--- config.mk ---
export PLATFORM = sky130hd
export DESIGN_NAME = idu_rf_stage
export DESIGN_NICKNAME = d
export VERILOG_FILES = /design/src/rtl/idu_rf_pkg.sv /design/src/rtl/idu_rf_bypass_mux.sv /design/src/rtl/idu_rf_stage.sv
export SDC_FILE = /design/constraint.sdc
export NUM_CORES = 1
export LEC_CHECK = 0
export ABC_AREA = 1
export CAP_MARGIN = 15
export CORE_AREA = 2 2 464 466
export DETAILED_ROUTE_END_ITERATION = 10
export DIE_AREA = 0 0 466 468
export HOLD_SLACK_MARGIN = 0.12
export SLEW_MARGIN = 20
export SYNTH_ARGS = -nofsm -noshare
export SYNTH_HDL_FRONTEND = slang
export SYNTH_HIERARCHICAL = 1
export SYNTH_SLANG_ARGS = --single-unit
--- constraint.sdc ---
create_clock -name clk -period 2.6 [get_ports clk]
set_clock_uncertainty 0.1 [all_clocks]
set_input_delay 0.52 -clock clk [delete_from_list [all_inputs] [get_ports clk]]
set_output_delay 0.52 -clock clk [all_outputs]
set_load 0.03 [all_outputs]
--- src/rtl/idu_rf_pkg.sv ---
// Shared defaults and payload types for the IDU register-file read stage.
// Control fields have fixed widths, so they travel together as one packed struct.
package idu_rf_pkg;

    localparam int DEF_XLEN   = 64;
    localparam int DEF_PREG_W = 6;
    localparam int DEF_IID_W  = 4;
    localparam int DEF_NSRC   = 2;
    localparam int DEF_NFWD   = 8;
    localparam int PC_W       = 64;

    typedef struct packed {
        logic [6:0]      opcode;
        logic [6:0]      funct7;
        logic [2:0]      funct3;
        logic [PC_W-1:0] pc;
    } idu_rf_ctrl_t;

endpackage

--- src/rtl/idu_rf_bypass_mux.sv ---
// Operand resolution for one source: captured value, else lowest-index matching
// bypass bus, else register-file read data.
module idu_rf_bypass_mux
    import idu_rf_pkg::*;
#(
    parameter int XLEN   = DEF_XLEN,
    parameter int PREG_W = DEF_PREG_W,
    parameter int NFWD   = DEF_NFWD
) (
    input  logic                   src_vld,
    input  logic [PREG_W-1:0]      src_preg,
    input  logic [NFWD-1:0]        fwd_vld,
    input  logic [NFWD*PREG_W-1:0] fwd_preg,
    input  logic [NFWD*XLEN-1:0]   fwd_data,
    input  logic [XLEN-1:0]        rf_data,
    input  logic                   cap_flag,
    input  logic [XLEN-1:0]        cap_data,
    output logic [XLEN-1:0]        src_data
);

    logic [NFWD-1:0] hit;
    logic [XLEN-1:0] sel_data;

    generate
        for (genvar gi = 0; gi < NFWD; gi++) begin : g_hit
            assign hit[gi] = fwd_vld[gi] & src_vld
                           & (fwd_preg[gi*PREG_W +: PREG_W] == src_preg);
        end
    endgenerate

    // Walk from the lowest priority upward so bus 0 overrides everything else.
    always_comb begin
        sel_data = rf_data;
        for (int k = NFWD - 1; k >= 0; k--) begin
            if (hit[k]) begin
                sel_data = fwd_data[k*XLEN +: XLEN];
            end
        end
    end

    assign src_data = cap_flag ? cap_data : sel_data;

endmodule

--- src/rtl/idu_rf_stage.sv ---
// Register-file read stage: registers the issued instruction, reads the RF,
// resolves operands through the bypass network and freezes them on a stall.
module idu_rf_stage
    import idu_rf_pkg::*;
#(
    parameter int XLEN   = DEF_XLEN,
    parameter int PREG_W = DEF_PREG_W,
    parameter int IID_W  = DEF_IID_W,
    parameter int NSRC   = DEF_NSRC,
    parameter int NFWD   = DEF_NFWD
) (
    input  logic                   clk,
    input  logic                   rst_clk,
    input  logic                   rtu_global_flush,
    input  logic                   in_vld,
    output logic                   in_rdy,
    input  logic [IID_W-1:0]       in_iid,
    input  logic [6:0]             in_opcode,
    input  logic [6:0]             in_funct7,
    input  logic [2:0]             in_funct3,
    input  logic [PC_W-1:0]        in_pc,
    input  logic [NSRC-1:0]        in_psrc_vld,
    input  logic [NSRC*PREG_W-1:0] in_psrc,
    input  logic                   in_pdst_vld,
    input  logic [PREG_W-1:0]      in_pdst,
    input  logic                   in_imm_vld,
    input  logic [XLEN-1:0]        in_imm,
    input  logic [NFWD-1:0]        fwd_vld,
    input  logic [NFWD*PREG_W-1:0] fwd_preg,
    input  logic [NFWD*XLEN-1:0]   fwd_data,
    output logic [NSRC-1:0]        rf_rd_vld,
    output logic [NSRC*PREG_W-1:0] rf_rd_preg,
    input  logic [NSRC*XLEN-1:0]   rf_rd_data,
    output logic                   out_vld,
    input  logic                   out_rdy,
    output logic [IID_W-1:0]       out_iid,
    output logic [6:0]             out_opcode,
    output logic [6:0]             out_funct7,
    output logic [2:0]             out_funct3,
    output logic [PC_W-1:0]        out_pc,
    output logic [NSRC-1:0]        out_psrc_vld,
    output logic [NSRC*XLEN-1:0]   out_psrc_data,
    output logic                   out_pdst_vld,
    output logic [PREG_W-1:0]      out_pdst,
    output logic                   out_imm_vld,
    output logic [XLEN-1:0]        out_imm,
    output logic                   wake_vld,
    output logic [PREG_W-1:0]      wake_preg
);

    logic                   out_vld_reg;
    logic [IID_W-1:0]       iid_reg;
    idu_rf_ctrl_t           ctrl_reg;
    logic [NSRC-1:0]        psrc_vld_reg;
    logic [NSRC*PREG_W-1:0] psrc_reg;
    logic                   pdst_vld_reg;
    logic [PREG_W-1:0]      pdst_reg;
    logic                   imm_vld_reg;
    logic [XLEN-1:0]        imm_reg;

    logic load;
    logic unload;
    logic stall;

    assign in_rdy = ~out_vld_reg | out_rdy;
    assign load   = in_vld & in_rdy;
    assign unload = out_vld_reg & out_rdy;
    assign stall  = out_vld_reg & ~out_rdy;

    // Flush beats load; an unload without a replacement leaves an all-zero bubble.
    always_ff @(posedge clk or negedge rst_clk) begin
        if (!rst_clk) begin
            out_vld_reg  <= 1'b0;
            iid_reg      <= '0;
            ctrl_reg     <= '0;
            psrc_vld_reg <= '0;
            psrc_reg     <= '0;
            pdst_vld_reg <= 1'b0;
            pdst_reg     <= '0;
            imm_vld_reg  <= 1'b0;
            imm_reg      <= '0;
        end else if (rtu_global_flush || (unload && !load)) begin
            out_vld_reg  <= 1'b0;
            iid_reg      <= '0;
            ctrl_reg     <= '0;
            psrc_vld_reg <= '0;
            psrc_reg     <= '0;
            pdst_vld_reg <= 1'b0;
            pdst_reg     <= '0;
            imm_vld_reg  <= 1'b0;
            imm_reg      <= '0;
        end else if (load) begin
            out_vld_reg     <= 1'b1;
            iid_reg         <= in_iid;
            ctrl_reg.opcode <= in_opcode;
            ctrl_reg.funct7 <= in_funct7;
            ctrl_reg.funct3 <= in_funct3;
            ctrl_reg.pc     <= in_pc;
            psrc_vld_reg    <= in_psrc_vld;
            psrc_reg        <= in_psrc;
            pdst_vld_reg    <= in_pdst_vld;
            pdst_reg        <= in_pdst;
            imm_vld_reg     <= in_imm_vld;
            imm_reg         <= in_imm;
        end
    end

    generate
        for (genvar gi = 0; gi < NSRC; gi++) begin : g_src
            logic            cap_flag_reg;
            logic [XLEN-1:0] cap_data_reg;
            logic [XLEN-1:0] src_data;

            idu_rf_bypass_mux #(
                .XLEN   (XLEN),
                .PREG_W (PREG_W),
                .NFWD   (NFWD)
            ) u_mux (
                .src_vld  (psrc_vld_reg[gi]),
                .src_preg (psrc_reg[gi*PREG_W +: PREG_W]),
                .fwd_vld  (fwd_vld),
                .fwd_preg (fwd_preg),
                .fwd_data (fwd_data),
                .rf_data  (rf_rd_data[gi*XLEN +: XLEN]),
                .cap_flag (cap_flag_reg),
                .cap_data (cap_data_reg),
                .src_data (src_data)
            );

            // Freeze the operand on the first stalled edge; bypass results are one-shot.
            always_ff @(posedge clk or negedge rst_clk) begin
                if (!rst_clk) begin
                    cap_flag_reg <= 1'b0;
                    cap_data_reg <= '0;
                end else if (rtu_global_flush || load || unload) begin
                    cap_flag_reg <= 1'b0;
                    cap_data_reg <= '0;
                end else if (stall && !cap_flag_reg) begin
                    cap_flag_reg <= 1'b1;
                    cap_data_reg <= src_data;
                end
            end

            assign out_psrc_data[gi*XLEN +: XLEN] = src_data;
        end
    endgenerate

    assign rf_rd_vld    = psrc_vld_reg;
    assign rf_rd_preg   = psrc_reg;
    assign out_vld      = out_vld_reg;
    assign out_iid      = iid_reg;
    assign out_opcode   = ctrl_reg.opcode;
    assign out_funct7   = ctrl_reg.funct7;
    assign out_funct3   = ctrl_reg.funct3;
    assign out_pc       = ctrl_reg.pc;
    assign out_psrc_vld = psrc_vld_reg;
    assign out_pdst_vld = pdst_vld_reg;
    assign out_pdst     = pdst_reg;
    assign out_imm_vld  = imm_vld_reg;
    assign out_imm      = imm_reg;
    assign wake_vld     = out_vld_reg & pdst_vld_reg & out_rdy;
    assign wake_preg    = pdst_reg;

endmodule

==> results.yml <==
status:
  outcome: "finished with violations"
  violations: "setup timing"
min_path:
  holdPathStages: 3
  hp-start: "in_imm[17]"
  hold-path-endpoint: "out_imm[17]"
  hp-class: "in2reg"
synth:
  synth_cell_types: 37
  synthesis.nets: 6126
  netlist_area_sq_um: 31700
  seq_area_frac_synth_pct: 23.9
  avgSynthCellArea_sq_um: 6.03
  synth_seq_cells: 302
  syn_inst: 5254
  yosys_warnings: 6
setup_path:
  rr_startpoint: "rf_rd_preg[7]"
  crit_start: "rf_rd_preg[10]"
  reg2reg_depth: 21
  worst_setup_path_end_kind: "primary output"
  rrSetupSlack_ns: -0.53
  start_kind: "register"
  worstPathRequired_ns: 1.98
  timing.rr.end: "g_src[1].cap_data_reg[31]"
  crit_fanout: 7
  critPathKind: "reg2out"
  arrival_ns: 3.32
clock_tree:
  cts_tree: "done"
  cts-root-buf: "clkbuf_16"
  htreeDepth: 2
  clock-sinks: 302
  clk_latency_ns: 0.66
  numCtsBuffers: 45
  path_clk_slew_ns: 0.06
  cts_buffer_depth: 3
finish:
  largest_reg_flops: 128
  drive_gt1_share_pct: 30.3
  utilization_pct: 27.8
  layout.nets: 7679
  synthToLayoutAreaGrowth_pct: 87.6
  nFillCells: 23400
placement:
  place_ws_ns: -1.49
  numPortBuffers: 1181
  place_hpwl_um: 212000
  place_congestion: 0.974
power:
  peakVddDrop_mv: 0.497
  powerDensity_nw_per_um2: 319
  p_leak_uw: 0.0280
floorplanning:
  die_x_um: 466
  die_h_um: 468
  die-area_sq_um: 218000
  start_util_pct: 14.8
  rows: 170
  pin_count: 1182
  core_area_sq_um: 213000
drt:
  via_count: 44000
  drt_pass1_iterations: 5
  drt_iter0_markers: 3819
  ant_nets: 0
  wirelength_um: 277000
  drc: 0
  vias_per_cell: 4.51
  wl_per_cell_um: 28.4
global_route:
  grt_antenna_before_repair: 152
  grtUsageTotal_pct: 23.2
  grt_max_degree: 61
  overflow: 0
  grt_pass1_wl_um: 351000
  grt_pass1_vias: 42200
timing:
  setup_viol_count_final: 268
  finalCritPeriodShare_pct: 152
  tightest_slew_ns: 0.713
  hold_viol_final: 0
  slew_headroom_pct: 52.5
  fin_ws_ns: -1.34
  rsz0062_at_grt: "yes"
  fmax_mhz: 254
  slew_viol_final: 0
  min_period_ns: 3.94
run:
  cap_viol_max_count: 0
## power by group
part           switching [uW]  total, uW  internal [uW]
Clock                    2860       6750           3890
Sequential                157       5050           4890
Combinational            3930       7150           3220
## cell type report
| type | count | area, sq um | share of cell area, % |
|---|---|---|---|
| Timing Repair Buffer | 1946 | 21900 | 36.9 |
| Multi-Input combinational cell | 3958 | 22400 | 37.7 |
| Inverter | 554 | 2200 | 3.71 |
| Sequential cell | 302 | 7590 | 12.8 |
| Clock buffer | 60 | 1270 | 2.14 |
| Antenna cell | 75 | 188 | 0.316 |
| Clock inverter | 22 | 318 | 0.535 |
| Tap cell | 2838 | 3550 | 5.98 |
## synthesized netlist by cell type
cell type,n,share of area (%)
clkbuf_1,139,1.6
dfrtp_1,302,24
or2_0,14,0.28
nor2_2,4,0.079
nor2_1,535,6.3
dlygate4sd1_1,8,0.22
nor3_1,6,0.095
inv_2,125,1.5
a21oi_1,139,2.2
nand2_1,1796,21
o2111ai_1,2,0.055
buf_6,23,0.82
buf_12,14,0.89
a211oi_1,2,0.047
nand4_1,256,5.1
nand3_4,2,0.11
o211ai_1,4,0.095
nand2_4,2,0.071
inv_1,423,5.0
buf_4,63,1.5
nand2_2,1,0.020
o21ai_0,136,2.2
buf_1,8,0.095
nand3_2,360,11
a21oi_4,1,0.051
nor2_4,4,0.14
inv_4,6,0.12
o22ai_1,4,0.079
buf_2,185,2.9
or2_2,4,0.079
xor2_1,20,0.55
nand3_1,516,8.2
or2_1,120,2.4
nor4_1,6,0.12
a221oi_1,2,0.055
o21ai_1,6,0.095
xnor2_1,16,0.44
## layer usage
layer | GRT usage (%) | part of all wire, %
met4 | 13.2 | 6.1
met1 | 25.2 | 37
met2 | 40.2 | 48
met5 | 0 | 0.21
met3 | 6.52 | 8.7
## layout by cell type, fill, tap and decap left out, drive strengths merged, types with 2 or more instances in the layout
master	synthesis	routed
clkdlybuf4s50	0	1044
clkinvlp	0	4
o21ai	142	142
dlymetal6s2s	0	3
diode	0	75
buf	293	869
nor3	6	6
xor2	20	20
clkinv	0	16
o211ai	4	4
nand3	878	878
a211oi	2	2
a221oi	2	2
bufinv	0	4
xnor2	16	16
bufbuf	0	3
nor4	6	6
clkbuf	139	86
o22ai	4	4
nand2	1799	1799
inv	554	552
o2111ai	2	2
nor2	543	543
a21oi	140	140
or2	138	138
dfrtp	302	302
nand4	256	256
## critical path, stage by stage (launching register included)
cell	delay (ns)
dfrtp_2	0.45
buf_4	0.17
buf_4	0.14
xnor2_1	0.14
nand3_1	0.13
nor2_4	0.16
nand2_8	0.12
buf_12	0.19
clkbuf_16	0.18
buf_4	0.17
nand3_2	0.08
nand3_2	0.13
nand3_1	0.12
nand2_1	0.08
nand2_2	0.09
nand2_1	0.06
nand2_2	0.07
nand2_4	0.05
buf_12	0.14
## per-stage QoR
stage / cells / setup TNS [ns] / area [sq um] / power, uW / hold slack [ns]
after floorplan: 5254 / 0 / 32700 / 7480 / 0.124
after global placement: 9398 / -284.30 / 52100 / 11700 / 0.392
after detailed placement: 9398 / -276.86 / 52100 / 11700 / 0.398
after CTS: 9546 / -214.87 / 56200 / 18800 / 0.228
after global routing: 9728 / -233.87 / 59300 / 19600 / 0.271
final: 9755 / -195.75 / 59400 / 19000 / 0.293
## what timing repair did
item / in CTS / in global routing
hold endpoints to repair: 55 / 0
hold buffers: 1 / 0
endpoints found under the setup margin: 278 / 273
pin swaps: 131 / 210
gates resized for setup: 444 / 431
setup buffers: 51 / 113
cloned: 19 / 30
## logic make-up (layout without fill, tap and decap cells)
| family | count (synthesis) | count (layout) | synth area share, % |
|---|---|---|---|
| compound gates | 296 | 296 | 4.83 |
| simple gates | 3626 | 3626 | 55.6 |
| buf+inv | 994 | 2582 | 14.7 |
| other cells | 0 | 75 | 0 |
| xor+xnor | 36 | 36 | 0.996 |
| flops | 302 | 302 | 23.9 |
## worst max-delay path by stage
stage	end	slack, ns	cells after the start
2_1_floorplan	out_psrc_data[111]	0.001	16
3_3_place_gp	out_psrc_data[31]	-1.54	18
3_5_place_dp	out_psrc_data[31]	-1.49	18
4_1_cts	out_psrc_data[93]	-1.46	17
5_1_grt	out_psrc_data[62]	-1.48	19
6_report	out_psrc_data[86]	-1.34	18
No activity file was read; power rests on OpenSTA's default activity.
